==> src/rtl/serial_adder.sv <==
// Bit-serial WIDTH-bit adder: one full-adder cell plus a carry flip-flop, LSB first.
// Optional build macro SERIAL_ADDER_SUB_EN adds a sub input (a-b via ~b and carry-in 1).
module serial_adder #(
  parameter int WIDTH = 8
) (
  input  logic             clk,
  input  logic             rst,
  input  logic             start,
  input  logic [WIDTH-1:0] a,
  input  logic [WIDTH-1:0] b,
  input  logic             cin,
  output logic             busy,
  output logic             done,
  output logic [WIDTH-1:0] sum,
  output logic             cout
`ifdef SERIAL_ADDER_SUB_EN
  ,
  input  logic             sub
`endif
);

  localparam int CNT_W = $clog2(WIDTH);
  localparam logic [CNT_W-1:0] LAST = CNT_W'(WIDTH - 1);

  typedef enum logic {IDLE, RUN} state_t;

  state_t           state, state_nxt;
  logic [WIDTH-1:0] a_sr, b_sr;
  logic [WIDTH-1:0] b_ld;
  logic             cy, cy_ld;
  logic [CNT_W-1:0] cnt;
  logic             fa_s, fa_c;
  logic             accept, last;

  // Operand B / carry load values; subtraction is a + ~b + 1.
  always_comb begin
    b_ld  = b;
    cy_ld = cin;
`ifdef SERIAL_ADDER_SUB_EN
    if (sub) begin
      b_ld  = ~b;
      cy_ld = 1'b1;
    end
`endif
  end

  assign fa_s = a_sr[0] ^ b_sr[0] ^ cy;
  assign fa_c = (a_sr[0] & b_sr[0]) | (cy & (a_sr[0] ^ b_sr[0]));

  assign busy = (state == RUN);

  always_comb begin
    state_nxt = state;
    accept    = 1'b0;
    last      = 1'b0;
    case (state)
      IDLE: begin
        if (start) begin
          accept    = 1'b1;
          state_nxt = RUN;
        end
      end
      RUN: begin
        if (cnt == LAST) begin
          last      = 1'b1;
          state_nxt = IDLE;
        end
      end
      default: state_nxt = IDLE;
    endcase
  end

  always_ff @(posedge clk) begin
    if (rst) state <= IDLE;
    else     state <= state_nxt;
  end

  always_ff @(posedge clk) begin
    if (rst) begin
      done <= 1'b0;
      cnt  <= '0;
      cy   <= 1'b0;
      sum  <= '0;
      cout <= 1'b0;
    end else begin
      done <= last;
      if (accept) begin
        cnt <= '0;
        cy  <= cy_ld;
        sum <= '0;
      end else if (state == RUN) begin
        cnt <= last ? '0 : cnt + 1'b1;
        cy  <= fa_c;
        sum <= {fa_s, sum[WIDTH-1:1]};
        if (last) cout <= fa_c;
      end
    end
  end

  // Operand shift registers carry no reset: they are reloaded on every accepted start.
  always_ff @(posedge clk) begin
    if (accept) begin
      a_sr <= a;
      b_sr <= b_ld;
    end else if (state == RUN) begin
      a_sr <= a_sr >> 1;
      b_sr <= b_sr >> 1;
    end
  end

endmodule

==> config.mk <==
export PLATFORM = sky130hd
export DESIGN_NAME = serial_adder
export DESIGN_NICKNAME = d
export VERILOG_FILES = /design/src/rtl/serial_adder.sv
export SDC_FILE = /design/constraint.sdc
export NUM_CORES = 1
export LEC_CHECK = 0
export CAP_MARGIN = 20
export CORE_MARGIN = 1.5
export CORE_UTILIZATION = 35
export DETAILED_ROUTE_END_ITERATION = 16
export GPL_TIMING_DRIVEN = 1
export PLACE_DENSITY = 0.6
export SYNTH_ARGS = -nofsm -noshare
export SYNTH_HDL_FRONTEND = slang
export SYNTH_SLANG_ARGS = --single-unit
==> constraint.sdc <==
create_clock -name clk -period 1.9 [get_ports clk]
set_clock_uncertainty 0.2 [all_clocks]
set_input_delay 0.475 -clock clk [delete_from_list [all_inputs] [get_ports clk]]
set_output_delay 0.475 -clock clk [all_outputs]
set_load 0.02 [all_outputs]
Yosys cells after proc, flatten, opt, wreduce, memory -nomap -nowiden
Cells that the tools add are included.

Register bits after elaboration: 31. Output and inout port bits: 11.

Equality and inequality tests: 1. $add $sub $neg: 1. Reduce and logical (&&, ||, !) cells: 3. Muxes and demuxes: 13. Bitwise logic cells: 7.

Operators by type and width (count): two-way mux 8 bit (4); two-way mux 1 bit (7); adder 3 x 1 -> 3 bit, second input constant (1); equality test 3 bit, second input constant (1); two-way mux 3 bit (1); AND reduction 3 bit (1); bitwise AND 1 bit (2); NOT 1 bit (2); one-hot mux 1 bit (2 select lines) (1); nonzero test 2 bit (1); OR reduction 2 bit (1); bitwise XOR 1 bit (2); bitwise OR 1 bit (1).

Depth between registers and ports, before layout
Depth after elaboration: 5. Gate-level depth with buffers: 4. Gate-level depth less buffers: 4.

Least setup slack after synthesis
No wires, ideal clock.

Path kind: input -> register. Start point: in start. End point: reg a_sr[0] (data pin). Path buffers: 2. Data required time: 1.440 ns. Setup slack: 0.270 ns. Setup time: 0.260 ns. Stages: 4. Arrival: 1.170 ns. Cell sequence: nor2b_1 buf_6 buf_12 mux2_4.

Cells in the longest elaborated chain, start to end: 3.

RTL lines: start, declared (RTL line 8) `input logic start,`; two-way mux 1 bit (RTL line 58) `if (start) begin`; two-way mux 1 bit (RTL line 56) `case (state)`; two-way mux 8 bit (RTL line 102) `if (accept) begin`; end signal, assigned (RTL line 106) `a_sr <= a_sr >> 1;`; end, declared (RTL line 28) `logic [WIDTH-1:0] a_sr, b_sr;`.

No other way between the ends. A chain may end at the register's enable or synchronous reset.

Worst setup path in the final report
Start point: reg done. End point: out done.

RTL lines: start, declared (RTL line 13) `output logic done,`; start signal, assigned (RTL line 86) `done <= last;`.

No word-level cell between the ends.

==> reports/metrics.cfg <==
[synth]
synthMuxAreaShare_pct = 14.23
synth_area_leader_cell = edfxtp_1
synth_top_family_by_area = simple AND/OR/NAND/NOR gates
yosys-top-cells-area = edfxtp_1 35%, dfxtp_1 22%, mux2_4 7.7%, or3b_1 7.7%, mux2_2 5.8%
netlist_instances = 103
synth_compound_area_share_pct = 6.428
ys_ff_latch = 31
synth_top_area_share_pct = 35.26
synth_xor_area_share_pct = 0
ys_types = 24
ys_warn_count = 0
synth_fa_ha_area_share_pct = 3.306
yosysSeqAreaShare_pct = 57.30
synth_area_um2 = 1363
syn_nets = 126
avgSynthCellArea_um2 = 13.23
yosys.area_share.simple_pct = 14.42

[timing]
finalCritPeriodShare_pct = 96.94
relSlewSlack_pct = 74.96
slew_viol_final = 0
setup_violations = 0
hold_viol = 0
rsz0062_at_grt = false
worstMarginPinSlew_ns = 0.3756
fin_ws_ns = 0.05806
fin_crit_ns = 1.842
fmax_mhz = 542.9
tns_ns = 0

[floorplanning]
start_util_pct = 36.94
core_um2 = 3689
core.rowCount = 22
die_y_um = 65.40
die_area_um2 = 4277
die_w_um = 65.40
pin_count = 31

[critical_path]
crit_path_start_kind = flop
required_ns = 1.22
critPathTopFamily = buffers and inverters
slowest_stage = clkdlybuf4s50_1
arrival_ns = 1.17
worst-r2r-setup-slack_ns = 0.21
worst-r2r-cell-count = 4
endpoint_kind = output port
crit_chain = clkdlybuf4s50_1
crit_fanout = 1
r2r-end = a_sr[4]$_DFFE_PP_
path_class = reg2out
r2r-start = busy$_SDFF_PP0_
cpPeakStageDelay_ns = 0.59
crit_buf_inv = 1

[global_routing]
grt_pass1_wl_um = 3967
grt_overflow = 0
antenna_found_initial = 0
grt_max_degree = 31
grt_pass1_vias = 878
grt_usage_pct = 12.66

[detailed_routing]
avgRoutedWirePerCell_um = 12.65
drt_first_iter_violations = 24
drt_wl_total_um = 2366
viasPerCell = 4.636
met1_length_um = 1066
dr_wl_met3_um = 101
ant_nets = 0
dr.pass1.iters = 4
drc = 0
vias = 867
maxUsedRoutingLayer = met4
dr_wl_met2_um = 1173

[status]
outcome = completed

[place]
place_area_um2 = 1720
dp.cells = 179
hpwl_um = 1649
place_congestion = 0.7373
port_buffers = 30
place_ws_ns = -0.2285

[clock_tree]
clockRootBuffer = clkbuf_8
cts_hold_buf = 0
cts_tree = done
clockBufferDepth = 2
cts_sinks = 31
clk_pin_slew_worst_paths_ns = 0.06
cts_buffers = 5
htree_levels = 2
clock_latency_ns = 0.27

[worst_hold_path]
hold_path_class = reg2reg
hold-path-cell-count = 2
hp-start = sum[1]$_SDFFE_PP0P_
hold_end = sum[0]$_SDFFE_PP0P_

[power]
p_per_area_nw_per_um2 = 811.0
p_total_mw = 1.456
ir_drop_mv = 0.5612
p_leak_nw = 0.7227

[layout]
layout_commonest_cell = clkdlybuf4s50_1
fin_cells = 187
nNetsFinal = 161
layout-drive-gt1-share_pct = 20.14
n_antenna_cell = 0
area_delta_synth_final_pct = 31.77
final_cell_mix = 20 x clkdlybuf4s50_1, 16 x edfxtp_1, 15 x dfxtp_1
design_area_um2 = 1795

[run]
cap_violations = 0

[metal layers]
layer / vias up / track usage [%]
met5: - / 0
li1: 439 / -
met1: 408 / 14.87
met2: 18 / 20.03
met4: 0 / 6.250
met3: 2 / 5.137
[cell usage after synthesis (all sizes together)]
cell type and number:
a211oi 1, a21bo 1, a21oi 12, and2 2, buf 6, clkbuf 1
dfxtp 15, edfxtp 16, fa 1, ha 2, inv 1, mux2 14
mux2i 1, nand2 10, nand3 1, nand3b 1, nor2 1, nor2b 3
o21ba 1, or2 1, or3b 12
[cell families after synthesis]
| group | after synthesis |
|---|---|
| muxes | 15 |
| and+or+nand+nor | 31 |
| AOI/OAI and AO/OA | 15 |
| buffers and inverters | 8 |
| DFF | 31 |
| adders and majority gates | 3 |
[worst max-delay path by stage]
stage | from | endpoint | slack (ns) | cells past startpoint
after detailed placement | start | a_sr[4]$_DFFE_PP_ | -0.23 | 4
after floorplan | start | a_sr[0]$_DFFE_PP_ | 0.27 | 4
after global routing | done$_SDFF_PP0_ | done | 0.008 | 1
final | done$_SDFF_PP0_ | done | 0.06 | 1
after CTS | sum[0]$_SDFFE_PP0P_ | sum[0] | 0.01 | 1
after global placement | start | a_sr[4]$_DFFE_PP_ | -0.21 | 4
[worst register-to-register path: stages, from the launching register on]
cell,delay (ns)
dfxtp_1,0.32
buf_4,0.22
nor2b_2,0.18
buf_12,0.18
mux2_2,0.35
[power breakdown]
part           internal, mW  switching (mW)  total, mW
Combinational         0.117          0.0766      0.194
Sequential            0.769          0.0181      0.787
Clock                 0.249           0.227      0.476
[repair_timing]
item,CTS,global route
gates resized for setup,8,2
setup endpoints to repair,8,2
setup buffers,0,0
[layout make-up]
cell class              instances  area [um^2]
clock buffers                   6        72.57
clock inverters                 2        7.507
fillers                       359         1893
inverters                       1        3.754
multi-input cells              64        525.5
flip-flops and latches         31        780.7
well taps                      48        60.06
repair buffers                 35        345.3
[stage by stage]
stage               util (%)  hold WS [ns]
finish                 48.68        0.2712
global route           48.68        0.3029
CTS                    48.54        0.2757
detailed placement     46.64        0.2692
global placement       46.64        0.2546
floorplan                  -        0.3157
[registers in the layout, summed over array words and instances (netlist names)]
signal  count
cnt         3
b_sr        8
busy        1
sum         8
done        1
a_sr        8
cout        1
cy          1
(Power assumes the default switching activity.)
